==> config.mk <==
export PLATFORM = sky130hd
export DESIGN_NAME = kbd_event_ctrl
export DESIGN_NICKNAME = d
export VERILOG_FILES = /design/src/rtl/kbd_event_ctrl.sv
export SDC_FILE = /design/constraint.sdc
export NUM_CORES = 1
export LEC_CHECK = 0
export CAP_MARGIN = 10
export CORE_ASPECT_RATIO = 1.4
export CORE_MARGIN = 2
export CORE_UTILIZATION = 30
export DETAILED_ROUTE_END_ITERATION = 10
export PLACE_DENSITY = 0.55
export SYNTH_ARGS = -nofsm -noshare
export SYNTH_HDL_FRONTEND = slang
export SYNTH_SLANG_ARGS = --single-unit
==> constraint.sdc <==
create_clock -name wb_clk_i -period 6.5 [get_ports wb_clk_i]
set_input_delay 0.65 -clock wb_clk_i [delete_from_list [all_inputs] [get_ports wb_clk_i]]
set_output_delay 0.65 -clock wb_clk_i [all_outputs]
set_load 0.03 [all_outputs]
==> src/rtl/kbd_event_ctrl.sv <==
// PS/2 scan-code decoder feeding a Wishbone-readable event FIFO with a level interrupt.
// Latency: event lands in the FIFO 2 clocks after its final byte; bus accesses ack 1 clock after strobe.
// Backpressure: none on the code input; a full FIFO drops new events and sets sticky overflow.
// Optional feature: define KBD_REPEAT_FILTER_EN to drop typematic repeats of the last make event.

module kbd_event_fifo #(
  parameter int W     = 10,
  parameter int DEPTH = 8,
  localparam int AW   = $clog2(DEPTH),
  localparam int CW   = $clog2(DEPTH) + 1
) (
  input  logic          clk,
  input  logic          rst,
  input  logic          flush,
  input  logic          push,
  input  logic [W-1:0]  push_dat,
  input  logic          pop,
  output logic [W-1:0]  head_dat,
  output logic [CW-1:0] count,
  output logic          empty,
  output logic          full
);
  logic [W-1:0]  mem [DEPTH];
  logic [AW-1:0] wr_ptr;
  logic [AW-1:0] rd_ptr;
  logic          do_push;
  logic          do_pop;

  // A pop frees a slot in the same cycle, so a full FIFO still accepts a push alongside it.
  assign do_pop   = pop && !empty;
  assign do_push  = push && (!full || do_pop);
  assign empty    = (count == '0);
  assign full     = (count == CW'(DEPTH));
  assign head_dat = mem[rd_ptr];

  always_ff @(posedge clk) begin
    if (rst || flush) begin
      wr_ptr <= '0;
      rd_ptr <= '0;
      count  <= '0;
    end else begin
      if (do_push) wr_ptr <= wr_ptr + AW'(1);
      if (do_pop)  rd_ptr <= rd_ptr + AW'(1);
      if (do_push && !do_pop)      count <= count + CW'(1);
      else if (!do_push && do_pop) count <= count - CW'(1);
    end
  end

  always_ff @(posedge clk) begin
    if (do_push && !flush && !rst) mem[wr_ptr] <= push_dat;
  end
endmodule

module kbd_event_ctrl #(
  parameter int dw    = 32,
  parameter int aw    = 32,
  parameter int DEPTH = 8
) (
  input  logic          wb_clk_i,
  input  logic          wb_rst_i,
  input  logic          wb_cyc_i,
  input  logic          wb_stb_i,
  input  logic          wb_we_i,
  input  logic [aw-1:0] wb_adr_i,
  input  logic [dw-1:0] wb_dat_i,
  input  logic [3:0]    wb_sel_i,
  output logic [dw-1:0] wb_dat_o,
  output logic          wb_ack_o,
  output logic          wb_err_o,
  input  logic [7:0]    code_i,
  input  logic          code_valid_i,
  output logic          irq_o
);
  localparam int CW = $clog2(DEPTH) + 1;

  typedef enum logic [1:0] {IDLE, EXT, BRK, EXT_BRK} state_t;

  state_t        state;
  logic          en;
  logic          irq_en;
  logic          overflow;
  logic          ev_vld;
  logic [9:0]    ev_dat;
  logic          ev_ext;
  logic          ev_brk;
  logic          code_drop;
  logic [9:0]    head_dat;
  logic [CW-1:0] count;
  logic          empty;
  logic          full;
  logic          req;
  logic [1:0]    reg_sel;
  logic          rd_data;
  logic          wr_ctrl;
  logic          wr_stat;
  logic          flush;
  logic          pop;
  logic          push;
  logic [31:0]   rdata;
  logic          unused_bits;

`ifdef KBD_REPEAT_FILTER_EN
  logic          held_vld;
  logic [8:0]    held_dat;
`endif

  // A new access is only taken when no response is outstanding, giving the 2-cycle handshake.
  assign req     = wb_cyc_i && wb_stb_i && !wb_ack_o && !wb_err_o;
  assign reg_sel = wb_adr_i[3:2];
  assign rd_data = req && !wb_we_i && (reg_sel == 2'd0);
  assign wr_stat = req && wb_we_i && (reg_sel == 2'd1) && wb_sel_i[0];
  assign wr_ctrl = req && wb_we_i && (reg_sel == 2'd2) && wb_sel_i[0];
  assign flush   = wr_ctrl && wb_dat_i[2];
  assign pop     = rd_data && !empty;
  assign push    = ev_vld && !flush;

  assign unused_bits = ^{wb_adr_i, wb_dat_i, wb_sel_i};

  assign code_drop = code_i inside {8'h00, 8'hAA, 8'hFA, 8'hFE, 8'hFF, 8'hE1};
  assign ev_ext    = (state == EXT) || (state == EXT_BRK);
  assign ev_brk    = (state == BRK) || (state == EXT_BRK);

  kbd_event_fifo #(
    .W     (10),
    .DEPTH (DEPTH)
  ) u_fifo (
    .clk      (wb_clk_i),
    .rst      (wb_rst_i),
    .flush    (flush),
    .push     (push),
    .push_dat (ev_dat),
    .pop      (pop),
    .head_dat (head_dat),
    .count    (count),
    .empty    (empty),
    .full     (full)
  );

  always_ff @(posedge wb_clk_i) begin
    ev_vld <= 1'b0;
    if (wb_rst_i) begin
      state  <= IDLE;
      ev_dat <= '0;
`ifdef KBD_REPEAT_FILTER_EN
      held_vld <= 1'b0;
      held_dat <= '0;
`endif
    end else if (flush || !en) begin
      state <= IDLE;
    end else if (code_valid_i && !code_drop) begin
      if (state == IDLE && code_i == 8'hE0) begin
        state <= EXT;
      end else if (state == IDLE && code_i == 8'hF0) begin
        state <= BRK;
      end else if (state == EXT && code_i == 8'hF0) begin
        state <= EXT_BRK;
      end else begin
        state  <= IDLE;
        ev_dat <= {ev_ext, ev_brk, code_i};
`ifdef KBD_REPEAT_FILTER_EN
        if (ev_brk) begin
          held_vld <= 1'b0;
          ev_vld   <= 1'b1;
        end else if (!(held_vld && held_dat == {ev_ext, code_i})) begin
          held_vld <= 1'b1;
          held_dat <= {ev_ext, code_i};
          ev_vld   <= 1'b1;
        end
`else
        ev_vld <= 1'b1;
`endif
      end
    end
  end

  always_comb begin
    rdata = '0;
    unique case (reg_sel)
      2'd0: begin
        if (!empty) rdata = {1'b1, 21'd0, head_dat};
      end
      2'd1: begin
        rdata[0]   = !empty;
        rdata[1]   = full;
        rdata[2]   = overflow;
        rdata[8:4] = 5'(count);
      end
      2'd2: rdata[1:0] = {irq_en, en};
      default: rdata = '0;
    endcase
  end

  always_ff @(posedge wb_clk_i) begin
    if (wb_rst_i) begin
      wb_ack_o <= 1'b0;
      wb_err_o <= 1'b0;
      wb_dat_o <= '0;
    end else begin
      wb_ack_o <= req && (reg_sel != 2'd3);
      wb_err_o <= req && (reg_sel == 2'd3);
      if (req) wb_dat_o <= wb_we_i ? '0 : dw'(rdata);
    end
  end

  // A drop in the same cycle as a software clear wins, so the lost event stays visible.
  always_ff @(posedge wb_clk_i) begin
    if (wb_rst_i) begin
      en       <= 1'b0;
      irq_en   <= 1'b0;
      overflow <= 1'b0;
      irq_o    <= 1'b0;
    end else begin
      if (wr_ctrl) begin
        en     <= wb_dat_i[0];
        irq_en <= wb_dat_i[1];
      end
      if (push && full && !pop)          overflow <= 1'b1;
      else if (wr_stat && wb_dat_i[2])   overflow <= 1'b0;
      irq_o <= irq_en && (!empty || overflow);
    end
  end
endmodule
==> impl_metrics.env <==
export IMPL_initial_antenna_violation_count=0
export IMPL_yosys_warnings=0
export IMPL_post_synth_cell_area_avg_um2=13.68
export IMPL_total_power_w=0.001891
export IMPL_finalCriticalPeriod_ps=3299
export IMPL_holdCritPathClass="reg2reg"
export IMPL_drc=0
export IMPL_wire_length_of_the_first_global_routing_pass_um=16930
export IMPL_floorplan_rows=57
export IMPL_place_worst_setup_slack_ps=2750
export IMPL_critical_path_slowest_cell="nor4_4"
export IMPL_synth_flop_cell="edfxtp_1"
export IMPL_yosysSeqAreaShare_pct=61.80
export IMPL_sequentialPowerShare_pct=43.6
export IMPL_cts_buffers=17
export IMPL_report_final_slew_viol_count=0
export IMPL_cap_violations=0
export IMPL_core_region_area_mm2=0.01733
export IMPL_cts_max_level=4
export IMPL_met2_wirelength_um=5518
export IMPL_gr_total_overflow=0
export IMPL_max_clock_freq_ghz=0.3031
export IMPL_clock_latency_ps=400
export IMPL_finish_cell_count_without_fillers=677
export IMPL_path_class="in2reg"
export IMPL_reg2reg_to="u_fifo.count[3]"
export IMPL_synthesis_area_mm2=0.005280
export IMPL_crit_chain="clkdlybuf4s50_1 -> nand4bb_4 -> nor4_4 -> inv_1 -> ha_1 -> inv_1 -> ha_1 -> a21o_1 -> a21oi_1 -> xnor2_1 -> or3_1 -> a21oi_1"
export IMPL_synth_edf_count=80
export IMPL_globalplace_congestion=0.7943
export IMPL_final_instance_area_mm2=0.006456
export IMPL_antennaDiodeCount=0
export IMPL_worstReg2RegStart="wb_err_o"
export IMPL_placed_cells_incl_taps=645
export IMPL_pin_count=117
export IMPL_critical_path_max_stage_delay_ps=620
export IMPL_rrSetupSlack_ps=3550
export IMPL_floorplan_die_width_um=116.1
export IMPL_report_final_setup_viol=0
export IMPL_synth_top_cell_area_share_pct=45.50
export IMPL_floorplan_die_area_mm2=0.01869
export IMPL_hp_start="wb_dat_o[6]"
export IMPL_cts_tree="done"
export IMPL_ff2ff_path_depth=11
export IMPL_netlist_top_cells_count="edfxtp_1 (80), dfxtp_1 (43), mux2i_1 (37), nor2_1 (31)"
export IMPL_worst_endpoint_required_ps=6830
export IMPL_synth_largest_area_cell="edfxtp_1"
export IMPL_route_top_layer_used="met4"
export IMPL_setup_tns_final_ps=0
export IMPL_worst_path_buf_inv=3
export IMPL_netlist_instances=386
export IMPL_antenna_left=0
export IMPL_clock_root_buffer="clkbuf_16"
export IMPL_setup_worst_path_start_class="input pin"
export IMPL_floorplan_die_height_um=161.0
export IMPL_num_nets_final=516
export IMPL_share_of_cells_above_drive_strength_1_pct=13.15
export IMPL_synth_lib_cells_used_distinct=55
export IMPL_grt_use_total_pct=12.14
export IMPL_drt_first_iter_violations=223
export IMPL_crit_path_max_fanout=12
export IMPL_routed_length_per_placed_instance_um=15.76
export IMPL_largest_net_degree_at_the_start_of_global_routing=42
export IMPL_number_of_hold_slack_violations_in_the_final_timing_report=0
export IMPL_maximum_count_of_clock_buffers_along_a_single_path=2
export IMPL_met3_length_um=395
export IMPL_number_of_setup_buffers_added_after_cts=0
export IMPL_hpwlAfterDp_um=7276
export IMPL_path_delay_family="simple AND/OR/NAND/NOR gates"
export IMPL_switching_share_pct=19.10
export IMPL_cts_resized_gates=0
export IMPL_crit_arrival_ps=3620
export IMPL_grt_setup_unrepaired="false"
export IMPL_outcome="completed"
export IMPL_path_clk_slew_ps=50
export IMPL_slew_limit_headroom_pct=22.98
export IMPL_initial_util_pct=30.47
export IMPL_static_leakage_power_nw=2.198
export IMPL_holdPathStages=2
export IMPL_share_of_async_settable_or_async_resettable_flops_after_synthesis_pct=0
export IMPL_drt_vias_per_instance=4.578
export IMPL_timing_final_crit_share_pct=50.75
export IMPL_timing_clock_skew_ps=8.635
export IMPL_hold_path_endpoint="wb_dat_o[6]"
export IMPL_first_global_vias=3208
export IMPL_cell_area_after_placement_mm2=0.005816
export IMPL_critPathLaunch="wb_cyc_i"
export IMPL_area_delta_synth_final_pct=22.27
export IMPL_cts_stage_hold_buffer_count=0
export IMPL_max_slew_worst_pin_slew_ps=1151
export IMPL_internal_power_w=0.001530
export IMPL_synth_seq_cells=123
export IMPL_switchingPower_w=0.0003611
export IMPL_yosys_top_cells_area="edfxtp_1 (45%), dfxtp_1 (16%), mux2i_1 (7.0%), mux4_2 (4.3%), buf_4 (3.4%)"
export IMPL_fin_ws_ps=3201
export IMPL_synth_most_common_cell="edfxtp_1"
export IMPL_routed_wl_um=10670
export IMPL_total_via_count_in_the_routed_design=3099
export IMPL_critPathCaptureType="register"
export IMPL_placement_io_buffers=33
export IMPL_clkPwrFrac_pct=53.4
export IMPL_combinational_fraction_of_design_power_pct=3.0
export IMPL_routedLengthMet1_um=4665
export IMPL_first_pass_iters=5
export IMPL_pwr_density_cell_mw_per_mm2=292.9
export IMPL_ir_drop_mv=0.1775
export IMPL_cts_num_sinks=123
flip-flops by register name (all words and copies together), names as in the netlist, named ones only:
register       cells
en                 1
ev_dat            10
ev_vld             1
irq_en             1
irq_o              1
overflow           1
state              2
u_fifo.count       4
u_fifo.mem        80
u_fifo.rd_ptr      3
u_fifo.wr_ptr      3
wb_ack_o           1
wb_dat_o          11
wb_err_o           1
per-stage QoR:
stage	hold WS, ps	util, %
after CTS	464.9	37.25
after floorplan	455.7	-
final	456.2	37.25
after global placement	448.0	33.56
after detailed placement	451.9	33.56
after global routing	486.1	37.25
power groups by stage:
| stage | sequential [W] | combinational (W) | clock (W) |
|---|---|---|---|
| 4_1_cts | 0.000825 | 0.0000574 | 0.00103 |
| 6_report | 0.000825 | 0.0000571 | 0.00101 |
| 5_1_grt | 0.000824 | 0.0000623 | 0.00107 |
| 3_3_place_gp | 0.000841 | 0.0000568 | 0 |
| 3_5_place_dp | 0.000841 | 0.0000572 | 0 |
| 2_1_floorplan | 0.000841 | 0.0000443 | 0 |
placed cells by master (no fill, tap or decap), types with 4 or more instances in the layout:
cell             instances
conb_1                  21
inv_1                    5
nand2b_1                24
ha_1                     5
mux4_2                  10
nand3_1                  4
buf_4                    4
nor2b_1                  5
o21ai_0                  6
edfxtp_1                80
bufinv_16                5
dfxtp_1                 42
clkbuf_16               17
mux2i_1                 37
clkdlybuf4s50_1         33
nor2_1                  31
nand2_1                 19
a32oi_1                  7
a21oi_1                  7
or4_1                    5
a22oi_1                 14
cells by family (layout without fill, tap and decap cells):
group	count (synthesis)	count (layout)	share of synthesized area, %
AO/OA/AOI/OAI	49	49	7.062
XOR/XNOR	5	5	0.8295
adder cells (fa/ha/maj)	6	6	1.564
buffers and inverters	39	74	4.644
flip-flops	123	123	61.80
multiplexers	50	50	11.92
other	1	21	0.07102
AND/OR/NAND/NOR	113	113	12.11
worst max-delay path by stage:
stage                        to  slack [ps]  depth (start not counted)
4_1_cts        u_fifo.mem[3][6]        3160                          7
6_report        u_fifo.count[3]        3200                         12
2_1_floorplan  u_fifo.mem[0][0]        3560                          6
3_3_place_gp    u_fifo.count[3]        2800                         12
3_5_place_dp   u_fifo.mem[3][7]        2750                          7
5_1_grt         u_fifo.count[3]        2960                         12
metal layers:
layer / up-vias / global-route usage (%)
li1: 1508 / -
met1: 1504 / 14.45
met2: 83 / 21.08
met3: 4 / 2.777
met4: 0 / 4.654
met5: - / 0
worst reg2reg max path: stages (launching register included):
cell	delay (ps)
dfxtp_1	320
nand4bb_4	370
nor4_4	630
inv_1	100
ha_1	240
inv_1	120
ha_1	240
a21o_1	170
a21oi_1	170
xnor2_1	90
or3_1	300
a21oi_1	130
final cells by class:
cell class	instances	area, um^2
flip-flops and latches	123	3264
multi-input cells	244	1877
inverters	5	18.77
clock buffers	19	442.9
repair buffers	37	360.3
fillers	1675	10870
clock inverters	13	197.7
well taps	236	295.3
(Power assumes the default switching activity.)
